File: src/rtl/cpu_pkg.sv
// Shared CPU types and constants.
// Fetch entries pair an instruction word with its PC.
package cpu_pkg;

    localparam int DEF_ADDR_WIDTH  = 32;
    localparam int DEF_INSTR_WIDTH = 32;

    localparam logic [31:0] NOP_INSTR = 32'h0000_0013;

    typedef struct packed {
        logic [DEF_ADDR_WIDTH-1:0]  pc;
        logic [DEF_INSTR_WIDTH-1:0] instr;
    } fetch_entry_t;

endpackage

File: src/rtl/sync_fifo.sv
// Synchronous FIFO with flush and occupancy count.
// DEPTH must be a power of two so the pointers wrap naturally.
module sync_fifo
    import cpu_pkg::*;
#(
    parameter int WIDTH = 32,
    parameter int DEPTH = 2,
    localparam int AW = $clog2(DEPTH),
    localparam int CW = $clog2(DEPTH + 1)
) (
    input  logic             clk,
    input  logic             a_reset_n,
    input  logic             flush,
    input  logic             push,
    input  logic [WIDTH-1:0] din,
    input  logic             pop,
    output logic [WIDTH-1:0] dout,
    output logic [CW-1:0]    count,
    output logic             full,
    output logic             empty
);

    logic [WIDTH-1:0] mem [DEPTH];
    logic [AW-1:0]    wptr;
    logic [AW-1:0]    rptr;

    assign full  = (count == CW'(DEPTH));
    assign empty = (count == '0);
    assign dout  = mem[rptr];

    always_ff @(posedge clk or negedge a_reset_n) begin
        if (!a_reset_n) begin
            wptr  <= '0;
            rptr  <= '0;
            count <= '0;
        end else if (flush) begin
            wptr  <= '0;
            rptr  <= '0;
            count <= '0;
        end else begin
            assert (!(push && full && !pop));
            assert (!(pop && empty));
            if (push) wptr <= wptr + 1'b1;
            if (pop)  rptr <= rptr + 1'b1;
            count <= count + CW'(push) - CW'(pop);
        end
    end

    // Storage needs no reset; count gates every read.
    always_ff @(posedge clk) begin
        if (push && !flush) mem[wptr] <= din;
    end

endmodule

File: src/rtl/instr_fetch.sv
// Instruction fetch stage: in-order imem requests, PC-tagged
// return buffer, decode handshake and redirect flush.
module instr_fetch
    import cpu_pkg::*;
#(
    parameter int ADDR_WIDTH  = DEF_ADDR_WIDTH,
    parameter int INSTR_WIDTH = DEF_INSTR_WIDTH,
    parameter int DEPTH       = 2
) (
    input  logic                   clk,
    input  logic                   a_reset_n,
    input  logic [ADDR_WIDTH-1:0]  pc_addr,
    output logic                   pc_hold,
    input  logic                   redirect,
    output logic                   imem_req_valid,
    input  logic                   imem_req_ready,
    output logic [ADDR_WIDTH-1:0]  imem_req_addr,
    input  logic                   imem_rsp_valid,
    input  logic [INSTR_WIDTH-1:0] imem_rsp_data,
    output logic                   dec_valid,
    input  logic                   dec_ready,
    output logic [INSTR_WIDTH-1:0] dec_instr,
    output logic [ADDR_WIDTH-1:0]  dec_pc
);

    localparam int CW = $clog2(DEPTH + 1);
    localparam int EW = $bits(fetch_entry_t);

    logic [CW-1:0]         inflight;
    logic [CW-1:0]         drop;
    logic [CW-1:0]         pend_count;
    logic [CW-1:0]         out_count;
    logic                  pend_full;
    logic                  pend_empty;
    logic                  out_full;
    logic                  out_empty;
    logic [ADDR_WIDTH-1:0] pend_pc;
    fetch_entry_t          out_head;
    fetch_entry_t          out_din;
    logic                  pop;
    logic                  credit;
    logic                  issue;
    logic                  rsp_keep;

    assign dec_valid = ~out_empty;
    assign pop       = dec_valid & dec_ready;

    // Buffered words count against the budget until decode takes them.
    always_comb begin
        credit = (int'(inflight) + int'(out_count)
                  - int'(pop)) < DEPTH;
    end

    assign imem_req_valid = a_reset_n & ~redirect & credit;
    assign imem_req_addr  = pc_addr;
    assign issue          = imem_req_valid & imem_req_ready;
    assign pc_hold        = ~issue;

    assign rsp_keep = imem_rsp_valid & ~redirect
                    & (drop == '0);

    assign out_din.pc    = pend_pc;
    assign out_din.instr = imem_rsp_data;

    assign dec_pc    = dec_valid ? out_head.pc    : '0;
    assign dec_instr = dec_valid ? out_head.instr : '0;

    always_ff @(posedge clk or negedge a_reset_n) begin
        if (!a_reset_n) begin
            inflight <= '0;
            drop     <= '0;
        end else begin
            assert (!(imem_rsp_valid && inflight == '0));
            assert (!(issue && pend_full));
            assert (!(rsp_keep && pend_empty));
            assert (!(rsp_keep && out_full && !pop));
            assert (int'(pend_count) + int'(drop)
                    == int'(inflight));
            inflight <= inflight + CW'(issue)
                      - CW'(imem_rsp_valid);
            if (redirect)
                drop <= inflight - CW'(imem_rsp_valid);
            else if (imem_rsp_valid && drop != '0)
                drop <= drop - 1'b1;
        end
    end

    sync_fifo #(
        .WIDTH (ADDR_WIDTH),
        .DEPTH (DEPTH)
    ) u_pend_fifo (
        .clk       (clk),
        .a_reset_n (a_reset_n),
        .flush     (redirect),
        .push      (issue),
        .din       (pc_addr),
        .pop       (rsp_keep),
        .dout      (pend_pc),
        .count     (pend_count),
        .full      (pend_full),
        .empty     (pend_empty)
    );

    sync_fifo #(
        .WIDTH (EW),
        .DEPTH (DEPTH)
    ) u_out_fifo (
        .clk       (clk),
        .a_reset_n (a_reset_n),
        .flush     (redirect),
        .push      (rsp_keep),
        .din       (out_din),
        .pop       (pop),
        .dout      (out_head),
        .count     (out_count),
        .full      (out_full),
        .empty     (out_empty)
    );

endmodule

File: config.mk
export PLATFORM = sky130hd
export DESIGN_NAME = instr_fetch
export DESIGN_NICKNAME = d
export VERILOG_FILES = /design/src/rtl/cpu_pkg.sv /design/src/rtl/sync_fifo.sv /design/src/rtl/instr_fetch.sv
export SDC_FILE = /design/constraint.sdc
export NUM_CORES = 1
export LEC_CHECK = 0
export ABC_AREA = 1
export CORE_MARGIN = 5
export CORE_UTILIZATION = 25
export CTS_CLUSTER_SIZE = 8
export DETAILED_ROUTE_END_ITERATION = 12
export GPL_ROUTABILITY_DRIVEN = 1
export SYNTH_ARGS = -nofsm -noshare
export SYNTH_HDL_FRONTEND = slang
export SYNTH_HIERARCHICAL = 1
export SYNTH_SLANG_ARGS = --single-unit
File: constraint.sdc
create_clock -name clk -period 4.1 [get_ports clk]
set_clock_uncertainty 0.2 [all_clocks]
set_input_delay 0.82 -clock clk [delete_from_list [all_inputs] [get_ports clk]]
set_output_delay 0.82 -clock clk [all_outputs]
set_load 0.02 [all_outputs]
==> results of run 1 <==
## state kept, by name (all words and copies together) (netlist names)
signal            cells
u_pend_fifo/wptr      1
drop                  2
u_pend_fifo/rptr      1
u_out_fifo/mem      128
u_out_fifo/wptr       1
u_out_fifo/rptr       1
u_out_fifo/count      2
inflight              2
u_pend_fifo/mem      64
## what timing repair did
action                     4_1_cts  5_1_grt
hold endpoints to repair         0        0
gates resized for setup          2        4
cloned                           0        0
setup endpoints to repair        2        2
## stage by stage
step	instance area (µm²)	hold slack [ps]	setup slack, ps	util
floorplan	8730	289	-620	-
global placement	10800	317	-183	0.312
detailed placement	10800	343	-243	0.312
CTS	11600	351	18.5	0.337
global route	11600	353	20.7	0.337
finish	11600	345	147	0.337
## cell type report
cell class,count,share of cell area
Sequential cell,202,0.517
Multi-Input combinational cell,219,0.171
Timing Repair Buffer,182,0.158
Clock buffer,52,0.0698
Tap cell,455,0.0489
Inverter,93,0.0301
Clock inverter,2,0.00430
## worst reg2reg max path, stage by stage (launching register included)
cell and delay (ps):
sky130_fd_sc_hd__dfrtp_1 430, sky130_fd_sc_hd__nor2_4 140, sky130_fd_sc_hd__nor2_2 60, sky130_fd_sc_hd__ha_1 270
sky130_fd_sc_hd__inv_1 70, sky130_fd_sc_hd__nand2_1 60, sky130_fd_sc_hd__fa_1 510, sky130_fd_sc_hd__nand2_1 90
sky130_fd_sc_hd__a21oi_4 160, sky130_fd_sc_hd__nand3_4 80, sky130_fd_sc_hd__buf_4 150, sky130_fd_sc_hd__clkinv_2 50
sky130_fd_sc_hd__nand2_1 120, sky130_fd_sc_hd__nor2_4 130, sky130_fd_sc_hd__buf_12 210
## worst min-delay path by stage
| stage | cells after the start | slack, ps | to |
|---|---|---|---|
| after floorplan | 2 | 290 | drop[1] |
| after global placement | 2 | 320 | drop[1] |
| after detailed placement | 2 | 340 | drop[0] |
| after CTS | 1 | 350 | u_out_fifo/mem[1][56] |
| after global routing | 1 | 350 | u_out_fifo/mem[0][54] |
| final | 1 | 340 | u_out_fifo/mem[0][49] |
## metal layers
metal  GRT usage  vias up  part of all wire  routed length, µm
met5           0        -                 0                  0
met1       0.103     2217              0.42               7070
li1            -     2236                 -                  -
met4      0.0298        0             0.031                523
met2       0.152      126              0.50               8450
met3      0.0205       33             0.057                963
## power by group
group,switching [W],leakage [nW],internal (W),total (W)
sequential,0.0000941,1.86,0.00239,0.00249
combinational,0.00116,2.04,0.00103,0.00219
clock,0.000837,0.408,0.00139,0.00222
total,0.00209,4.30,0.00481,0.00690
==> results.json, run 1 <==
{
  "cp_data_arrival_time_ps": 2930,
  "port_buffers": 168,
  "die_height_um": 197,
  "critical_path.reg2reg.startpoint": "u_out_fifo/count[1]",
  "setup.worst_path.class": "in -> out",
  "critical_path_cell_count": 11,
  "fp.coreArea_mm2": 0.0345,
  "crit_slowest_cell": "sky130_fd_sc_hd__fa_1",
  "weighted_congestion_reported_at_the_end_of_routability_driven_placement": 0.715,
  "overall_die_area_mm2": 0.0387,
  "maximum_capacitance_violations": 0,
  "dp_hpwl_um": 10900,
  "clkTransAtPathRegs_ps": 50,
  "drc": 0,
  "grt_first_pass_wirelength_um": 26800,
  "r2r.worst_path.cells": 14,
  "min_from": "u_pend_fifo/mem[1][17]",
  "required_ps": 3080,
  "max-vdd-ir-drop_uv": 307,
  "antenna_found_initial": 0,
  "final_clock_period_utilization_by_the_worst_path": 0.964,
  "number_of_drc_markers_in_iteration_0": 133,
  "synth.net_count": 643,
  "setup_slack_of_the_most_critical_reg_to_reg_path_ps": 1000,
  "first_global_vias": 4917,
  "regToRegEndpoint": "u_pend_fifo/mem[1][0]",
  "cts_tree": "done",
  "worst_pin_slew_ps": 1110,
  "synth.avg_cell_area_um2": 15.5,
  "cp-startpoint": "dec_ready",
  "setup.worst_path.end": "pc_hold",
  "seqCellArea_mm2": 0.00602,
  "post_route_cells_drive_above_1_share": 0.212,
  "min_period_ps": 3950,
  "critical-path-top-delay-family": "buffers and inverters",
  "area_delta_synth_final_pct": 33.4,
  "final-max-slew-violation-count": 0,
  "layout_commonest_cell": "sky130_fd_sc_hd__edfxtp_1",
  "timing.critical_path.slowest_cell_delay_ps": 510,
  "fmaxAchievable_mhz": 253,
  "yosys_warnings": 6,
  "crit_path_cell_trace": "clkdlybuf4s50_1 > inv_1 > nor2_2 > ha_1 > inv_1 > nand2_1 > fa_1 > nand2_1 > a21oi_4 > nand3_4 > clkdlybuf4s15_1",
  "post-cts-setup-buffers": 0,
  "clock_tree.buffer_depth": 3,
  "cellLeakagePower_nw": 4.30,
  "fp.dieW_um": 197,
  "core.rowCount": 68,
  "grt_setup_unrepaired": "false",
  "post_drt_wl_per_cell_um": 14.1,
  "start_util": 0.253,
  "worstSkewPairLatency_ps": 540,
  "footprint_of_the_multi_input_gates_mm2": 0.00199,
  "clock-sinks": 202,
  "cts_inserted_buffers": 29,
  "vias_per_cell": 3.83,
  "grt_remaining_overflow": 0,
  "drt-total-wl_um": 17000,
  "mostFrequentLayoutCells": "sky130_fd_sc_hd__edfxtp_1 (192), sky130_fd_sc_hd__clkdlybuf4s50_1 (166), sky130_fd_sc_hd__inv_1 (90), sky130_fd_sc_hd__nor2_1 (66), sky130_fd_sc_hd__mux2_4 (66)",
  "fillerInstances": 3405,
  "antenna_violating_nets_post_route": 0,
  "ctsHoldBuffers": 0,
  "timing.critical_path.from_type": "primary input",
  "max-slew-margin-rel": 0.258,
  "nNetsFinal": 806,
  "clock-root-buffer": "sky130_fd_sc_hd__clkbuf_16",
  "synthesis.instances": 564,
  "grt.total_usage": 0.0860,
  "antenna-diode-count": 0,
  "worstPathBufferInverterCount": 4,
  "io-pin-count": 169,
  "detailedRoute.firstPassIterationCount": 6,
  "outcome": "finished, final reports clean",
  "timing.critical_path.to_type": "output pin",
  "post-layout-total-power_w": 0.00690,
  "hold_path_class": "reg -> reg",
  "largest_net_degree_at_the_start_of_global_routing": 66,
  "placedCellCount": 1151,
  "cellPowerDensity_mw_per_mm2": 593,
  "clock_tree.htree_level_count": 1,
  "timing.setup.tns_ps": 0,
  "fin_cells": 1205,
  "finalHoldViolCount": 0,
  "syn_area_mm2": 0.00873,
  "detailroute.via_count": 4612,
  "finalSetupViolCount": 0,
  "critical_path_peak_fanout": 2
}
(Power assumes the default switching activity.)
==> inputs of run 2 (changes only) <==
CELL_PAD_IN_SITES_DETAIL_PLACEMENT = 1   (was default)
CELL_PAD_IN_SITES_GLOBAL_PLACEMENT = 2   (was default)
PLACE_DENSITY = 0.63   (was default)
==> run 2 against run 1 <==
Net effect:
- critical path depth increased by 1
- non-clock buffer count up 1
- final area decreased by 0.19%
- sequential power about the same
==> results.json, run 2 (synthesis gave the netlist of run 1 again) <==
{
  "port_buffers": 168,
  "critical_path.reg2reg.startpoint": "u_out_fifo/count[1]",
  "critical_path_peak_fanout": 2,
  "critical-path-top-delay-family": "buffers and inverters",
  "dp_hpwl_um": 12000,
  "core.rowCount": 68,
  "timing.critical_path.from_type": "primary input",
  "seqCellArea_mm2": 0.00602,
  "grt_first_pass_wirelength_um": 29200,
  "antenna-diode-count": 0,
  "finalSetupViolCount": 0,
  "number_of_drc_markers_in_iteration_0": 172,
  "cts_inserted_buffers": 29,
  "timing.critical_path.to_type": "output pin",
  "final-max-slew-violation-count": 0,
  "clock-root-buffer": "sky130_fd_sc_hd__clkbuf_16",
  "r2r.worst_path.cells": 14,
  "post-cts-setup-buffers": 0,
  "largest_net_degree_at_the_start_of_global_routing": 66,
  "min_period_ps": 3870,
  "cellPowerDensity_mw_per_mm2": 592,
  "setup.worst_path.class": "in -> out",
  "finalHoldViolCount": 0,
  "grt_setup_unrepaired": "false",
  "fin_cells": 1206,
  "footprint_of_the_multi_input_gates_mm2": 0.00199,
  "worstSkewPairLatency_ps": 540,
  "weighted_congestion_reported_at_the_end_of_routability_driven_placement": 0.680,
  "detailroute.via_count": 4727,
  "setup.worst_path.end": "imem_req_valid",
  "crit_slowest_cell": "sky130_fd_sc_hd__fa_1",
  "fp.coreArea_mm2": 0.0345,
  "wl_met3_um": 1180,
  "largest_register_ffs": 128,
  "layout_top_registers": "u_out_fifo/mem (128), u_pend_fifo/mem (64)",
  "timing.critical_path.slowest_cell_delay_ps": 520,
  "drc": 0,
  "io-pin-count": 169,
  "grt_remaining_overflow": 0,
  "grt.total_usage": 0.0956,
  "cp_data_arrival_time_ps": 2850,
  "preCtsSetupSlack_ps": -289,
  "fp.dieW_um": 197,
  "fillerInstances": 3641,
  "post_layout_inst_area_mm2": 0.0116,
  "finalWorstSetupSlack_ps": 230,
  "detailedRoute.firstPassIterationCount": 4,
  "dpl-instance-area_mm2": 0.0108,
  "topRoutingLayerUsed": "met4",
  "min_delay_path_depth": 2,
  "worstPathBufferInverterCount": 5,
  "registers.top_by_ff_count": "u_out_fifo/mem",
  "detailroute.wirelength.met2_um": 9120,
  "cellLeakagePower_nw": 4.30,
  "post_drt_wl_per_cell_um": 15.6,
  "clock_tree.htree_level_count": 1,
  "drt-total-wl_um": 18800,
  "crit_path_cell_trace": "clkdlybuf4s50_1 > inv_1 > nor2_2 > ha_1 > inv_1 > nand2_1 > fa_1 > nand2_1 > a21oi_4 > nand2_1 > inv_1 > clkbuf_2",
  "cts_tree": "done",
  "critical_path_cell_count": 12,
  "vias_per_cell": 3.92,
  "die_height_um": 197,
  "max-vdd-ir-drop_uv": 323,
  "post-layout-total-power_w": 0.00688,
  "fmaxAchievable_mhz": 258,
  "regToRegEndpoint": "u_pend_fifo/mem[1][8]",
  "placedCellCount": 1152,
  "layout_commonest_cell": "sky130_fd_sc_hd__edfxtp_1",
  "start_util": 0.253,
  "clkTransAtPathRegs_ps": 50,
  "antenna_violating_nets_post_route": 0,
  "worst_pin_slew_ps": 789,
  "setup_slack_of_the_most_critical_reg_to_reg_path_ps": 970,
  "wl_met1_um": 8000,
  "area_delta_synth_final_pct": 33.1,
  "clock_tree.buffer_depth": 3,
  "clock-sinks": 202,
  "final_clock_period_utilization_by_the_worst_path": 0.944,
  "nNetsFinal": 807,
  "hold_path_class": "reg -> reg",
  "required_ps": 3080,
  "post_route_cells_drive_above_1_share": 0.214,
  "maximum_capacitance_violations": 0,
  "antenna_found_initial": 0,
  "first_global_vias": 5284,
  "cp-startpoint": "dec_ready",
  "max-slew-margin-rel": 0.474,
  "outcome": "finished, final reports clean",
  "overall_die_area_mm2": 0.0387,
  "mostFrequentLayoutCells": "sky130_fd_sc_hd__edfxtp_1 (192), sky130_fd_sc_hd__clkdlybuf4s50_1 (166), sky130_fd_sc_hd__inv_1 (90), sky130_fd_sc_hd__nor2_1 (66), sky130_fd_sc_hd__mux2_4 (66)"
}
[run 2: cell types whose count changed in the layout (fill, tap and decap cells not counted), sizes merged]
cell / delta
buf: +1
bufinv: -1
clkbuf: +1
clkdlybuf4s15: -1
clkinv: +1
[run 2: area by class of cell]
class	instances	share of cell area
Sequential cell	202	0.518
Tap cell	455	0.0490
Clock buffer	52	0.0699
Inverter	93	0.0302
Timing Repair Buffer	183	0.159
Multi-Input combinational cell	219	0.171
Clock inverter	2	0.00215
[run 2: power breakdown]
part	internal, W	total [W]	leakage, nW	switching [W]
combinational	0.00103	0.00222	2.04	0.00119
clock	0.00132	0.00217	0.398	0.000844
sequential	0.00239	0.00249	1.86	0.0000940
total	0.00475	0.00688	4.30	0.00213
[run 2: what timing repair did]
action	4_1_cts	5_1_grt
pin swaps	0	0
resized for setup	3	4
hold buffers	0	0
setup endpoints to repair	2	2
hold endpoints to repair	0	0
[run 2: worst min path at each step]
| stage | endpoint | from |
|---|---|---|
| CTS | drop[0] | drop[0] |
| finish | drop[1] | drop[1] |
| floorplan | drop[1] | drop[1] |
| detailed placement | drop[0] | drop[0] |
| global route | u_out_fifo/mem[0][43] | u_pend_fifo/mem[1][11] |
| global placement | drop[1] | drop[1] |
[run 2: tightest hold or removal path, delay by kind of cell, from the launching register on]
| kind | cells | cell delay (ps) |
|---|---|---|
| DFF | 1 | 330 |
| AOI/OAI and AO/OA | 1 | 120 |
| buffers and inverters | 1 | 60 |
[run 2: layer usage]
metal | vias to the layer above | track usage
met1 | 2327 | 0.115
met5 | - | 0
li1 | 2230 | -
met2 | 143 | 0.169
met3 | 27 | 0.0277
met4 | 0 | 0.0241
[run 2: through the flow]
stage | hold WS (ps) | utilization | TNS, ps
after CTS | 349 | 0.336 | 0
final | 345 | 0.336 | 0
after global placement | 323 | 0.312 | -423
after floorplan | 289 | - | -78640
after global routing | 365 | 0.336 | 0
after detailed placement | 333 | 0.312 | -490
